$ cat src/rtl/dec_busy_vec.sv
// Index-to-one-hot busy tracker: registered busy vector, occupancy count,
// full/empty flags and one-cycle misuse pulses for set/clear requests.
module dec_busy_vec #(
  parameter int IDX_WIDTH = 4,
  parameter int DEPTH     = 1 << IDX_WIDTH
) (
  input  logic                 clock,
  input  logic                 reset_n,
  input  logic                 set_valid,
  input  logic [IDX_WIDTH-1:0] set_idx,
  input  logic                 clr_valid,
  input  logic [IDX_WIDTH-1:0] clr_idx,
  output logic [DEPTH-1:0]     busy,
  output logic [DEPTH-1:0]     dec_onehot,
  output logic [IDX_WIDTH:0]   busy_cnt,
  output logic                 full,
  output logic                 empty,
  output logic                 set_err,
  output logic                 clr_err
);

  localparam logic [IDX_WIDTH:0] DEPTH_W =
    (IDX_WIDTH + 1)'(DEPTH);

  logic [DEPTH-1:0]   busy_q;
  logic [DEPTH-1:0]   dec_q;
  logic [DEPTH-1:0]   set_hot;
  logic [DEPTH-1:0]   clr_hot;
  logic [DEPTH-1:0]   mid;
  logic [DEPTH-1:0]   busy_d;
  logic [IDX_WIDTH:0] cnt_q;
  logic [IDX_WIDTH:0] cnt_d;
  logic               set_ok;
  logic               clr_ok;
  logic               set_err_q;
  logic               clr_err_q;

  // Out-of-range indices decode to all-zero, which rejects them below.
  always_comb begin
    set_hot = '0;
    clr_hot = '0;
    for (int i = 0; i < DEPTH; i++) begin
      set_hot[i] = (set_idx == IDX_WIDTH'(i));
      clr_hot[i] = (clr_idx == IDX_WIDTH'(i));
    end
  end

  assign clr_ok = clr_valid & (|(clr_hot & busy_q));
  assign mid    = clr_ok ? (busy_q & ~clr_hot) : busy_q;

  // Set is judged against the post-clear vector.
  assign set_ok = set_valid & (|set_hot)
                & ~(|(set_hot & mid));
  assign busy_d = set_ok ? (mid | set_hot) : mid;

  assign cnt_d = cnt_q
               - {{IDX_WIDTH{1'b0}}, clr_ok}
               + {{IDX_WIDTH{1'b0}}, set_ok};

  always_ff @(posedge clock or negedge reset_n) begin
    if (!reset_n) begin
      busy_q    <= '0;
      dec_q     <= '0;
      cnt_q     <= '0;
      set_err_q <= 1'b0;
      clr_err_q <= 1'b0;
    end else begin
      busy_q    <= busy_d;
      dec_q     <= set_ok ? set_hot : '0;
      cnt_q     <= cnt_d;
      set_err_q <= set_valid & ~set_ok;
      clr_err_q <= clr_valid & ~clr_ok;
    end
  end

  assign busy       = busy_q;
  assign dec_onehot = dec_q;
  assign busy_cnt   = cnt_q;
  assign full       = (cnt_q == DEPTH_W);
  assign empty      = (cnt_q == '0);
  assign set_err    = set_err_q;
  assign clr_err    = clr_err_q;

endmodule
$ cat config.mk
export PLATFORM = sky130hd
export DESIGN_NAME = dec_busy_vec
export DESIGN_NICKNAME = d
export VERILOG_FILES = /design/src/rtl/dec_busy_vec.sv
export SDC_FILE = /design/constraint.sdc
export NUM_CORES = 1
export LEC_CHECK = 0
export BUFFER_PORTS_ARGS = -buffer_cell sky130_fd_sc_hd__clkbuf_2
export CAP_MARGIN = 25
export CORE_MARGIN = 1
export CORE_UTILIZATION = 45
export DETAILED_ROUTE_END_ITERATION = 7
export MAX_ROUTING_LAYER = met4
export PLACE_DENSITY = 0.74
export SETUP_SLACK_MARGIN = 0.05
export SYNTH_ARGS = -nofsm -noshare
export SYNTH_HDL_FRONTEND = slang
export SYNTH_SLANG_ARGS = --single-unit
export TNS_END_PERCENT = 50
$ cat constraint.sdc
create_clock -name clock -period 6.6 [get_ports clock]
set_clock_uncertainty 0.2 [all_clocks]
set_input_delay 0.66 -clock clock [delete_from_list [all_inputs] [get_ports clock]]
set_output_delay 0.66 -clock clock [all_outputs]
set_load 0.02 [all_outputs]
== Yosys cells after proc, flatten, opt, wreduce, memory -nomap -nowiden ==
Cells that the tools add are included.

* Logic and storage cells: 60
* Input bits: 12
* Register bits: 39
* Output and inout port bits: 41

* Eq/ne operators: 31
* Bitwise gates (word level): 13
* Muxes and demuxes: 3
* $add $sub $neg: 2
* Reductions and logical operators: 6

{| class="wikitable"
|+ Operator list
! operator !! count
|-
| $eq A4 B4 Y1 const B || 16
|-
| $and A16 B16 Y16 || 3
|-
| $mux W16 || 3
|-
| $reduce_or A16 Y1 || 3
|-
| $eq A4 B3 Y1 const B || 8
|-
| $eq A4 B2 Y1 const B || 4
|-
| $not A16 Y16 || 1
|-
| $or A16 B16 Y16 || 1
|-
| $eq A4 B1 Y1 const B || 2
|-
| $logic_not A4 Y1 || 2
|-
| $add A5 B1 Y5 || 1
|-
| $and A1 B1 Y1 || 5
|-
| $eq A5 B5 Y1 const B || 1
|-
| $logic_not A5 Y1 || 1
|-
| $sub A5 B1 Y5 || 1
|-
| $not A1 Y1 || 3
|}

== Logic depth before layout (Yosys ltp) ==
* Depth after elaboration: 11
* Mapped depth: 21
* Gate-level depth less buffers: 18

== Least setup slack after synthesis ==
Ideal clock, no wire load.

* Path kind: input to register
* From: input clr_idx[2]
* To: register cnt_q[4] (netlist: busy_cnt[4])
* Arrival: 3.733 ns
* Slack: 2.542 ns
* Data required time: 6.275 ns
* Path buffers: 3
* Setup time: 0.125 ns
* Cell stages on the path: 21
* Cells stage by stage: buf_4 or2_1 buf_2 o221ai_2 a22oi_2 and2_1 buf_2 o31ai_2 o22ai_1 a221oi_1 nand2_1 ha_1 inv_1 ha_1 inv_1 fa_1 inv_1 a21oi_1 nor2_1 nor2_1 xnor2_1

* Word-level cells in the longest chain between the ends: 10
* Elaborated cells between the ends (all ways): 28
* Those cells by class: 2 x add/sub; 15 x eq/ne; 1 x mux; 7 x bitwise; 3 x reduce/logical

{| class="wikitable"
|+ RTL lines
! what !! line !! source
|-
| start, declared || 12 || <nowiki>input logic [IDX_WIDTH-1:0] clr_idx,</nowiki>
|-
| $eq A4 B1 Y1 (tied with other cells) || 44 || <nowiki>clr_hot[i] = (clr_idx == IDX_WIDTH'(i));</nowiki>
|-
| $and A16 B16 Y16 || 48 || <nowiki>assign clr_ok = clr_valid & (|(clr_hot & busy_q));</nowiki>
|-
| $reduce_or A16 Y1 || 48 ||
|-
| $and A1 B1 Y1 || 48 ||
|-
| $mux W16 || 49 || <nowiki>assign mid = clr_ok ? (busy_q & ~clr_hot) : busy_q;</nowiki>
|-
| $and A16 B16 Y16 || 53 || <nowiki>& ~(|(set_hot & mid));</nowiki>
|-
| $reduce_or A16 Y1 || 53 ||
|-
| $not A1 Y1 || 53 ||
|-
| $and A1 B1 Y1 || 53 ||
|-
| $add A5 B1 Y5 * || 58 || <nowiki>+ {{IDX_WIDTH{1'b0}}, set_ok};</nowiki>
|-
| named net cnt_d[4] || 32 || <nowiki>logic [IDX_WIDTH:0] cnt_d;</nowiki>
|-
| end signal, assigned || 70 || <nowiki>cnt_q <= cnt_d;</nowiki>
|-
| end, declared || 31 || <nowiki>logic [IDX_WIDTH:0] cnt_q;</nowiki>
|}

The timed path passes the listed nets; every way through them passes the cells marked *.

== Worst setup path after layout ==
Ends and elaborated chain as after synthesis.

==> impl_table.tex <==
\begin{tabular}{lr}
\hline
Metric & Value \\
\hline
\multicolumn{2}{l}{\textbf{Status}} \\
\quad Result of the run & finished, violations left \\
\quad Violations in the final reports & design-rule violations \\
\multicolumn{2}{l}{\textbf{Setup path}} \\
\quad Worst setup SP type & input port \\
\quad Count of buffering cells on the critical path with inverters included & 4 \\
\quad Data required time of the critical path & 6.58 ns \\
\quad Highest fanout seen on the critical path & 10 \\
\quad Cell-by-cell listing of the critical path & clkbuf\_2 -> nand2b\_1 -> o221ai\_1 -> a22oi\_2 -> and2\_1 -> o31ai\_2 -> o22ai\_1 -> a221oi\_1 -> nand2\_1 -> ha\_1 -> inv\_1 -> ha\_1 -> inv\_1 -> fa\_1 -> inv\_1 -> a21oi\_1 -> nor2\_1 -> nor2\_1 -> xnor2\_1 \\
\quad Library cell appearing most often on the critical path & inv\_1 \\
\quad Setup slack of the most critical reg-to-reg path & 2.72 ns \\
\quad Worst setup path category & in2reg \\
\quad Slowest CP cell & a221oi\_1 \\
\quad Dominant delay contributor by cell family on the critical path & compound AO/OA/AOI/OAI gates \\
\quad Capturing element type of the critical path & flop \\
\quad Data arrival time at the worst-slack endpoint & 4.11 ns \\
\quad Largest incremental delay on the critical path & 0.42 ns \\
\multicolumn{2}{l}{\textbf{Drt}} \\
\quad Final ANT Viol Nets & 0 \\
\quad Wire length reported by the detailed router & 5360 µm \\
\quad First-pass detailed-route iteration total & 7 \\
\quad DRC violations left & 3 \\
\quad Routed length per placed instance & 17.2 µm \\
\quad Total number of vias & 1802 \\
\quad Avg Vias per Cell & 5.78 \\
\quad 1st-iter DRT viols & 186 \\
\multicolumn{2}{l}{\textbf{Yosys}} \\
\quad Count of flip-flops with a built-in enable after synthesis & 0 \\
\quad Synth Cell Area & 2150 µm² \\
\quad Main flop type after synthesis & dfrtp\_1 \\
\quad Register bit total from synthesis & 39 \\
\quad Post-synthesis net count & 231 \\
\quad Share of flip-flops with an asynchronous set or reset after synthesis & 100\% \\
\quad Main area contributors after synthesis & dfrtp\_1, o31ai\_1, ha\_1, nand2b\_1, nand2\_1 \\
\quad Sequential cell area fraction in the yosys report & 45.4\% \\
\quad Synth area leader & dfrtp\_1 \\
\quad Synth cell types & 58 \\
\quad Yosys warns & 0 \\
\quad Synth Instances & 212 \\
\quad Average cell area after synthesis & 10.1 µm² \\
\quad Share of the synthesized area in the top cell type & 45.4\% \\
\multicolumn{2}{l}{\textbf{Floorplanning}} \\
\quad Chip Height & 71.1 µm \\
\quad Placement Rows & 24 \\
\quad Boundary pin count & 53 \\
\quad Die X-Extent & 71.1 µm \\
\quad Die area & 5050 µm² \\
\quad Starting density of the core & 48.0\% \\
\quad Placeable core region & 4470 µm² \\
\multicolumn{2}{l}{\textbf{Layout}} \\
\quad Multi-input gate area in the final layout & 1050 µm² \\
\quad Layout cell share with drive strength beyond 1 & 28.1\% \\
\quad Layout filler cell count & 403 \\
\quad Register area & 976 µm² \\
\quad Number of diodes added for antenna fixing & 0 \\
\quad Area overhead of the layout relative to synthesis & 16.7\% \\
\quad Final layout net count & 278 \\
\multicolumn{2}{l}{\textbf{Placement}} \\
\quad Detail Placement HPWL & 3920 µm \\
\quad I/O Buffers & 52 \\
\quad Final GP Congestion & 0.898 \\
\multicolumn{2}{l}{\textbf{Timing}} \\
\quad Tightest Pin Transition & 0.707 ns \\
\quad Setup repair after global routing missed its margin & false \\
\quad Fmax & 242 MHz \\
\quad Max\_slew headroom & 52.4\% \\
\quad Pins Over Slew Limit & 0 \\
\quad Final number of hold-violating endpoints & 0 \\
\quad Min cycle time layout & 4.13 ns \\
\quad Tcrit/Tclk final & 62.6\% \\
\quad Setup\_tns & 0 ns \\
\quad Final setup violation count & 0 \\
\quad Final hold slack & 0.389 ns \\
\multicolumn{2}{l}{\textbf{Global routing}} \\
\quad First-pass GRT wire length & 8670 µm \\
\quad Maximum number of pins on one net before global-route repair & 40 \\
\quad Routing usage on met3 & 5.41\% \\
\quad Via count of the first global-routing pass & 1712 \\
\quad Total GRT Usage & 23.5\% \\
\quad Met2 usage & 33.4\% \\
\quad Met1 GRT Util & 32.7\% \\
\quad Antenna violations before repair & 0 \\
\quad Busiest grt layer & met2 \\
\quad Overflow left after global routing & 0 \\
\multicolumn{2}{l}{\textbf{Pwr}} \\
\quad Total power density per cell area & 348 nW/µm² \\
\quad Worst ir drop on vdd & 173 µV \\
\quad Leakage power of the design & 1.14 nW \\
\multicolumn{2}{l}{\textbf{Worst hold path}} \\
\quad Class of the tightest hold or removal check & reg2reg \\
\multicolumn{2}{l}{\textbf{Clock tree}} \\
\quad Clock latency reported for the late side of the worst-skew pair & 0.29 ns \\
\quad Maximum clock insertion buffer count & 2 \\
\quad Number of sinks on the clock net & 39 \\
\quad H-tree level count & 2 \\
\quad Clock tree from TritonCTS & built \\
\quad Number of clock buffers inserted by TritonCTS & 5 \\
\quad Clk pin slew, worst setup/hold paths & 0.07 ns \\
\quad Post-cts sizing count & 0 \\
\quad Cell at the root of the clock tree & clkbuf\_8 \\
\multicolumn{2}{l}{\textbf{Run}} \\
\quad Number of maximum-capacitance violations & 0 \\
\hline
\end{tabular}
==> path summary, 6_finish.rpt <==
path | startpoint | to | depth (start not counted)
max reg2reg | busy[1]$_DFF_PN0_ | busy_cnt[4]$_DFF_PN0_ | 18
min in group asynchronous | reset_n | busy_cnt[3]$_DFF_PN0_ | 2
min | busy_cnt[0]$_DFF_PN0_ | busy_cnt[0]$_DFF_PN0_ | 1
max | clr_idx[2] | busy_cnt[4]$_DFF_PN0_ | 19
min reg2reg | busy_cnt[0]$_DFF_PN0_ | busy_cnt[0]$_DFF_PN0_ | 1
max in group asynchronous | reset_n | dec_onehot[13]$_DFF_PN0_ | 3
==> cell type report <==
cell class	count	area share, %
clock inverters	1	0.200
flip-flops and latches	39	38.9
clock buffers	7	3.04
inverters	12	1.80
well taps	52	2.59
repair buffers	54	11.6
multi-input cells	147	41.9
==> cell usage in the layout (no fill, tap or decap), types with 4 or more instances in the layout <==
cell type	instances
inv_1	12
nor2_1	11
nor3_1	8
clkbuf_2	52
dfrtp_1	39
nand2b_1	10
ha_1	6
o41ai_1	5
or2_2	4
o21ai_0	6
o21ai_1	6
o31ai_1	14
clkbuf_8	5
and2_1	4
nand2_1	15
nor2b_1	5
==> sequential cells by signal, indices dropped and copies added (netlist names) <==
| register | cells |
|---|---|
| busy | 16 |
| busy_cnt | 5 |
| dec_onehot | 16 |
| clr_err | 1 |
| set_err | 1 |
==> logic make-up (layout without fill, tap and decap cells) <==
group / count (synthesis) / count (layout) / share of synthesized area [%]
AND/OR/NAND/NOR: 75 / 75 / 20.2
AO/OA/AOI/OAI: 57 / 57 / 20.7
flip-flops: 39 / 39 / 45.4
buffers and inverters: 26 / 74 / 5.71
adder cells (fa/ha/maj): 7 / 7 / 4.43
XOR/XNOR: 4 / 4 / 1.63
multiplexers: 4 / 4 / 1.92
==> what timing repair did <==
| action | 4_1_cts | 5_1_grt |
|---|---|---|
| hold buffers | 0 | 1 |
| buffers inserted | 0 | 0 |
| endpoints found under the hold margin | 0 | 3 |
==> power by group <==
group	internal, W	total [W]	switching, W
Clock	0.0000742	0.000156	0.0000814
Sequential	0.000293	0.000353	0.0000602
Combinational	0.000142	0.000362	0.000221
==> cells in the mapped netlist (2+ instances only) <==
master / n
ha_1: 6
o41ai_1: 5
or3_1: 2
buf_2: 5
o31ai_1: 14
nand3_1: 3
o32ai_1: 2
inv_1: 12
a2bb2oi_1: 2
nor2b_1: 5
o21ai_0: 6
nor2_1: 11
nand2_1: 15
dfrtp_1: 39
o22ai_1: 2
buf_1: 3
o221ai_1: 2
xnor2_1: 3
clkbuf_1: 3
a21oi_1: 2
and2_1: 4
o2111ai_1: 2
nor3_1: 8
o21ai_1: 6
buf_6: 2
mux2i_1: 3
or2_2: 4
nand2b_1: 10
and4_1: 2
==> routing by layer <==
metal  part of all wire, %  vias to the layer above
met5                     0                        -
met4                   1.3                        0
met3                   7.2                        6
met2                    46                       71
met1                    46                      857
li1                      -                      868
==> stage by stage <==
stage	setup WS, ns	total power, W	cell area [µm²]	instances	util [%]
after CTS	2.48	0.000874	2480	310	55.4
after global routing	2.26	0.000927	2510	312	56.0
after global placement	2.16	0.000716	2400	302	53.6
final	2.47	0.000871	2510	312	56.0
after floorplan	2.54	0.000600	2150	212	-
after detailed placement	2.18	0.000717	2400	302	53.6
Note: power is estimated with default switching activity, not from simulation.
